### config.mk
export PLATFORM = sky130hd
export DESIGN_NAME = instr_fetch_unit_flat
export DESIGN_NICKNAME = d
export VERILOG_FILES = /design/src/rtl/instr_fetch_unit_if.sv /design/src/rtl/instr_fetch_unit.sv /design/src/flat_wrapper.sv
export SDC_FILE = /design/constraint.sdc
export NUM_CORES = 1
export LEC_CHECK = 0
export CORE_MARGIN = 1
export CORE_UTILIZATION = 52
export CTS_CLUSTER_DIAMETER = 50
export DETAILED_ROUTE_END_ITERATION = 8
export PLACE_DENSITY = 0.83
export SLEW_MARGIN = 30
export SYNTH_ARGS = -nofsm -noshare
export SYNTH_HDL_FRONTEND = slang
export SYNTH_SLANG_ARGS = --single-unit
### constraint.sdc
create_clock -name clk -period 3.2 [get_ports clk]
set_input_delay 0.32 -clock clk [delete_from_list [all_inputs] [get_ports clk]]
set_output_delay 0.32 -clock clk [all_outputs]
set_load 0.02 [all_outputs]
### src/rtl/instr_fetch_unit_if.sv
// Instruction memory request/response bundle.
//   imem_req    fetch unit -> memory   request valid
//   imem_addr   fetch unit -> memory   word-aligned request address
//   imem_gnt    memory -> fetch unit   request accepted this cycle
//   imem_rvalid memory -> fetch unit   in-order response data valid
//   imem_rdata  memory -> fetch unit   response instruction word
interface instr_fetch_unit_if;
    logic        imem_req;
    logic [31:0] imem_addr;
    logic        imem_gnt;
    logic        imem_rvalid;
    logic [31:0] imem_rdata;

    modport master (
        output imem_req,
        output imem_addr,
        input  imem_gnt,
        input  imem_rvalid,
        input  imem_rdata
    );

    modport slave (
        input  imem_req,
        input  imem_addr,
        output imem_gnt,
        output imem_rvalid,
        output imem_rdata
    );
endinterface

### src/rtl/instr_fetch_unit.sv
// Instruction fetch front end feeding the IF/ID register.
// Issues word requests over a req/gnt/rvalid handshake, keeps the returned
// instructions in a small in-order buffer tagged with their PCs, holds the
// head while decode stalls and flushes/redirects on an Execute redirect.
//   clk, rst      clock, synchronous active-high reset
//   StallF        consumer not accepting; head entry held
//   PCSrcE        one-cycle redirect pulse
//   PCTargetE     redirect target (low two bits ignored)
//   imem          instruction memory port (master side)
//   Addr/Inst     head entry PC and instruction (NOP when empty)
//   InstValid     head entry present
module instr_fetch_unit #(
    parameter logic [31:0] RESET_PC = 32'h0000_0000,
    parameter int unsigned DEPTH    = 4
) (
    input  logic               clk,
    input  logic               rst,
    input  logic               StallF,
    input  logic               PCSrcE,
    input  logic [31:0]        PCTargetE,
    instr_fetch_unit_if.master imem,
    output logic [31:0]        Addr,
    output logic [31:0]        Inst,
    output logic               InstValid
);
    localparam int unsigned   PW       = $clog2(DEPTH);
    localparam int unsigned   CW       = $clog2(DEPTH) + 1;
    localparam logic [CW-1:0] DEPTH_C  = CW'(DEPTH);
    localparam logic [CW-1:0] CNT_ONE  = CW'(1'b1);
    localparam logic [PW-1:0] PTR_ONE  = PW'(1'b1);
    localparam logic [31:0]   NOP_INST = 32'h0000_0013;

    logic [31:0]   pc_r;
    logic [31:0]   last_addr_r;
    logic [31:0]   buf_addr_r [DEPTH];
    logic [31:0]   buf_inst_r [DEPTH];
    logic [31:0]   tag_r      [DEPTH];
    logic [PW-1:0] wr_ptr_r;
    logic [PW-1:0] rd_ptr_r;
    logic [PW-1:0] tag_wr_ptr_r;
    logic [PW-1:0] tag_rd_ptr_r;
    logic [CW-1:0] count_r;
    logic [CW-1:0] pending_r;
    logic [CW-1:0] discard_r;

    logic [CW:0]   inflight_s;
    logic          credit_ok_s;
    logic          req_s;
    logic          issue_s;
    logic          empty_s;
    logic          pop_s;
    logic          rsp_drop_s;
    logic          rsp_keep_s;
    logic [CW-1:0] flush_sum_s;
    logic [CW-1:0] discard_flush_s;

    // Fetch is word-aligned, so the target's byte offset is dropped.
    logic unused_tgt_s;
    assign unused_tgt_s = ^PCTargetE[1:0];

    // Request credit and the handshake events of this cycle.
    always_comb begin
        inflight_s  = {1'b0, pending_r} + {1'b0, count_r};
        credit_ok_s = (inflight_s < {1'b0, DEPTH_C});
        req_s       = !rst && !PCSrcE && credit_ok_s;
        issue_s     = req_s && imem.imem_gnt;
        empty_s     = (count_r == {CW{1'b0}});
        pop_s       = !rst && !empty_s && !StallF;
        rsp_drop_s  = !rst && imem.imem_rvalid && (discard_r != {CW{1'b0}});
        // A response with nothing pending is stray and never enters the buffer.
        rsp_keep_s  = !rst && !PCSrcE && imem.imem_rvalid &&
                      (discard_r == {CW{1'b0}}) && (pending_r != {CW{1'b0}});
        // On redirect every outstanding request becomes a discard, minus the
        // one returning right now (which is dropped in the same cycle).
        flush_sum_s = discard_r + pending_r;
        if (imem.imem_rvalid && (flush_sum_s != {CW{1'b0}})) begin
            discard_flush_s = flush_sum_s - CNT_ONE;
        end else begin
            discard_flush_s = flush_sum_s;
        end
    end

    assign imem.imem_req  = req_s;
    assign imem.imem_addr = pc_r;

    // Head entry straight from storage; when empty, Addr keeps the last consumed PC.
    assign InstValid = !empty_s;
    assign Addr      = empty_s ? last_addr_r : buf_addr_r[rd_ptr_r];
    assign Inst      = empty_s ? NOP_INST    : buf_inst_r[rd_ptr_r];

    // Fetch PC, occupancy/credit counters and buffer pointers.
    always_ff @(posedge clk) begin
        if (rst) begin
            pc_r         <= RESET_PC;
            last_addr_r  <= 32'h0000_0000;
            wr_ptr_r     <= {PW{1'b0}};
            rd_ptr_r     <= {PW{1'b0}};
            tag_wr_ptr_r <= {PW{1'b0}};
            tag_rd_ptr_r <= {PW{1'b0}};
            count_r      <= {CW{1'b0}};
            pending_r    <= {CW{1'b0}};
            discard_r    <= {CW{1'b0}};
        end else if (PCSrcE) begin
            pc_r         <= {PCTargetE[31:2], 2'b00};
            wr_ptr_r     <= {PW{1'b0}};
            rd_ptr_r     <= {PW{1'b0}};
            tag_wr_ptr_r <= {PW{1'b0}};
            tag_rd_ptr_r <= {PW{1'b0}};
            count_r      <= {CW{1'b0}};
            pending_r    <= {CW{1'b0}};
            discard_r    <= discard_flush_s;
            if (pop_s) begin
                last_addr_r <= buf_addr_r[rd_ptr_r];
            end
        end else begin
            if (issue_s) begin
                pc_r         <= pc_r + 32'd4;
                tag_wr_ptr_r <= tag_wr_ptr_r + PTR_ONE;
            end
            if (rsp_keep_s) begin
                wr_ptr_r     <= wr_ptr_r + PTR_ONE;
                tag_rd_ptr_r <= tag_rd_ptr_r + PTR_ONE;
            end
            if (pop_s) begin
                rd_ptr_r    <= rd_ptr_r + PTR_ONE;
                last_addr_r <= buf_addr_r[rd_ptr_r];
            end
            if (rsp_drop_s) begin
                discard_r <= discard_r - CNT_ONE;
            end
            pending_r <= pending_r + CW'(issue_s) - CW'(rsp_keep_s);
            count_r   <= count_r + CW'(rsp_keep_s) - CW'(pop_s);
        end
    end

    // Tag and response storage; validity is carried by the counters, and the
    // credit rule guarantees neither write lands on an unread entry.
    always_ff @(posedge clk) begin
        if (issue_s) begin
            tag_r[tag_wr_ptr_r] <= pc_r;
        end
        if (rsp_keep_s) begin
            buf_addr_r[wr_ptr_r] <= tag_r[tag_rd_ptr_r];
            buf_inst_r[wr_ptr_r] <= imem.imem_rdata;
        end
    end
endmodule

### src/flat_wrapper.sv
// flat-port wrapper written by rule: the top's interface ports become plain ports
module instr_fetch_unit_flat 
#(
    parameter logic [31:0] RESET_PC = 32'h0000_0000,
    parameter int unsigned DEPTH    = 4
)
  (clk, rst, StallF, PCSrcE, PCTargetE, Addr, Inst, InstValid, imem_imem_req, imem_imem_addr, imem_imem_gnt, imem_imem_rvalid, imem_imem_rdata);
  instr_fetch_unit_if imem_i ();
  input  logic clk;
  input  logic rst;
  input  logic StallF;
  input  logic PCSrcE;
  input  logic [31:0] PCTargetE;
  output logic [31:0] Addr;
  output logic [31:0] Inst;
  output logic InstValid;
  output wire logic [$bits(imem_i.imem_req)-1:0] imem_imem_req;
  output wire logic [$bits(imem_i.imem_addr)-1:0] imem_imem_addr;
  input wire logic [$bits(imem_i.imem_gnt)-1:0] imem_imem_gnt;
  input wire logic [$bits(imem_i.imem_rvalid)-1:0] imem_imem_rvalid;
  input wire logic [$bits(imem_i.imem_rdata)-1:0] imem_imem_rdata;
  assign imem_imem_req = imem_i.imem_req;
  assign imem_imem_addr = imem_i.imem_addr;
  assign imem_i.imem_gnt = imem_imem_gnt;
  assign imem_i.imem_rvalid = imem_imem_rvalid;
  assign imem_i.imem_rdata = imem_imem_rdata;
  instr_fetch_unit #(.RESET_PC(RESET_PC), .DEPTH(DEPTH)) u_core (.clk(clk), .rst(rst), .StallF(StallF), .PCSrcE(PCSrcE), .PCTargetE(PCTargetE), .imem(imem_i), .Addr(Addr), .Inst(Inst), .InstValid(InstValid));
endmodule
==> results.cfg <==
[outcome]
outcome = finished clean

[placed_design]
place_hpwl_um = 21960
portBuffers = 161
pre_cts_ws_ns = 0.2471
routabilityCongestion = 0.8049

[final_layout]
drive_above_1_share_pct = 19.79
regArea_um2 = 12680
diodes = 0
area_growth_pct = 21.38
final_nets = 1318
multi_input_area_um2 = 4891
fillers = 2228

[synthesis]
synth-edff-count = 368
ys_types = 56
avgSynthCellArea_um2 = 17.21
synthTopCellsByArea = edfxtp_1 62%, mux4_2 12%, dfxtp_1 9.1%
synth_flop_cell = edfxtp_1
netlist_instances = 1039
ys_top_cells_by_count = 368 x edfxtp_1, 92 x mux4_2, 81 x dfxtp_1, 61 x nand2_1, 45 x o21ai_0
async_reset_ff_share_pct = 0
ys_seq_elements = 449
netlist_area_um2 = 17890
yosysMostFrequentCell = edfxtp_1
yosys.area.top_type_share_pct = 61.78
synth_warnings = 0
ys_seq_area_share_pct = 70.85
synth_top_area_cell = edfxtp_1

[route]
post_drt_wl_per_cell_um = 20.93
vias_per_cell = 5.719
ant_nets = 0
first_pass_iters = 5
vias = 9786
drc = 0
routed_wl_um = 35820
drtIter0Drc = 752

[setup_path]
max_stage_delay_ns = 0.58
cp_max_fo = 22
path_cells = buf_12 > mux4_2 > mux2_2 > clkdlybuf4s50_1
worst_ep_arrival_time_ns = 2.76
critical_path_class = register to output port
worst-endpoint-required_ns = 2.88
cp-end-kind = output port
critPathSlowestCell = mux4_2
cp-start-kind = register

[timing]
grt_setup_unrepaired = false
hold_viol = 0
maxSlewHeadroom_pct = 45.02
setup_viol = 0
max_freq_mhz = 324.6
tightest_slew_ns = 0.8216
min_period_ns = 3.081
min_period_over_period_pct = 96.27
setup_slack_ns = 0.1194
drv_slew = 0
finalClockSkew_ns = 0.009087
setup_tns_ns = 0

[grt]
grt_pass1_vias = 10069
grt_pass1_wl_um = 56600
antenna_found_initial = 0
grt_start_max_net_pins = 63
grt.total_usage_pct = 20.81
grt.overflow.total = 0

[clocking]
worstSkewPairLatency_ns = 0.54
clk_pin_slew_ns = 0.06
htreeDepth = 2
postCtsHoldBufs = 0
cts_tree = yes
cts_setup_buffers = 0
numCtsBuffers = 46
ctsResizeCount = 0
numClockSinks = 449
cts_buffer_depth = 3
root_buffer = clkbuf_16

[min_path]
holdCritPathClass = input pin to register

[floorplan]
io_pins = 168
initial_core_util_pct = 53.07
die_h_um = 187.5
coreArea_um2 = 33700
die_x_um = 187.5
die-area_um2 = 35140
rows = 67

[pwr]
p_leak_nw = 6.975
vdd_drop_max_mv = 0.4658
power_density_nw_per_um2 = 556.3

[flow_run]
cap_violations = 0
==> final cells by class <==
class	instances	area share, %
Sequential cell	449	58.40
Multi-Input combinational cell	515	22.53
Clock inverter	19	0.7550
Timing Repair Buffer	192	9.163
Inverter	21	0.3861
Tap cell	448	2.582
Clock buffer	67	6.190
==> worst max-delay path: cells and delay by family (launching register included) <==
kind | cells | cell delay (ns)
multiplexers | 2 | 0.87
buffers and inverters | 2 | 0.81
flip-flops | 1 | 0.53
==> final timing paths <==
path	start	to	slack, ns	cells past startpoint
worst min register to register	u_core.last_addr_r[18]	u_core.last_addr_r[18]	0.47	2
worst max-delay path	register	Addr[17]	0.12	4
worst min-delay path	rst	u_core.pending_r[1]	0.33	3
worst max register to register	u_core.pending_r[1]	u_core.pending_r[2]	0.51	10
==> flip-flops by register name, summed over array words and instances (netlist names), named ones only <==
register,flops
u_core.count_r,3
u_core.pending_r,3
u_core.buf_addr_r,120
u_core.tag_rd_ptr_r,2
u_core.imem.imem_addr,30
u_core.tag_wr_ptr_r,2
u_core.wr_ptr_r,2
u_core.buf_inst_r,128
u_core.last_addr_r,30
u_core.discard_r,3
u_core.rd_ptr_r,2
u_core.tag_r,120
==> metrics by stage <==
stage,std cells,hold WS [ns],instance area [um2],power [mW],utilization [%]
after CTS,1711,0.3091,21710,12.16,64.42
after detailed placement,1625,0.4641,20200,6.944,59.95
after global placement,1625,0.4557,20200,6.924,59.95
after global routing,1711,0.3242,21710,12.42,64.42
final,1711,0.3287,21710,12.08,64.42
after floorplan,1042,0.4189,17900,6.723,-
==> layout by cell type, fill, tap and decap left out, types with 19 or more instances in the layout <==
master,synthesis,routed
nor2b_1,30,30
mux4_2,92,92
dfxtp_1,81,78
a21oi_1,23,23
ha_1,20,20
inv_1,20,20
buf_4,5,19
nand2_1,61,61
nand2b_1,31,31
o21ai_0,45,45
clkbuf_16,0,49
clkdlybuf4s50_1,0,160
edfxtp_1,368,368
nor2_1,33,33
mux2_2,33,33
==> routing by layer <==
layer / track usage [%] / routed length [um]
met3: 3.021 / 2058
met2: 36.02 / 18170
met4: 5.253 / 686
met1: 27.81 / 14900
met5: 0 / 0
==> logic make-up after synthesis <==
group / share of synthesized area [%]
buffers and inverters: 1.952
XOR/XNOR: 0.9304
other: 0.02097
flip-flops: 70.85
multiplexers: 13.92
adder cells (fa/ha/maj): 1.735
AND/OR/NAND/NOR: 7.170
AO/OA/AOI/OAI: 3.421
==> report_power, final <==
part           switching (mW)  leakage, nW  internal, mW  total (mW)
combinational           0.203         2.25         0.199       0.402
clock                    2.16        0.727          3.09        5.25
sequential             0.0743         4.00          6.35        6.42
total                    2.43         6.97          9.64        12.1
No activity file was read; power rests on OpenSTA's default activity.
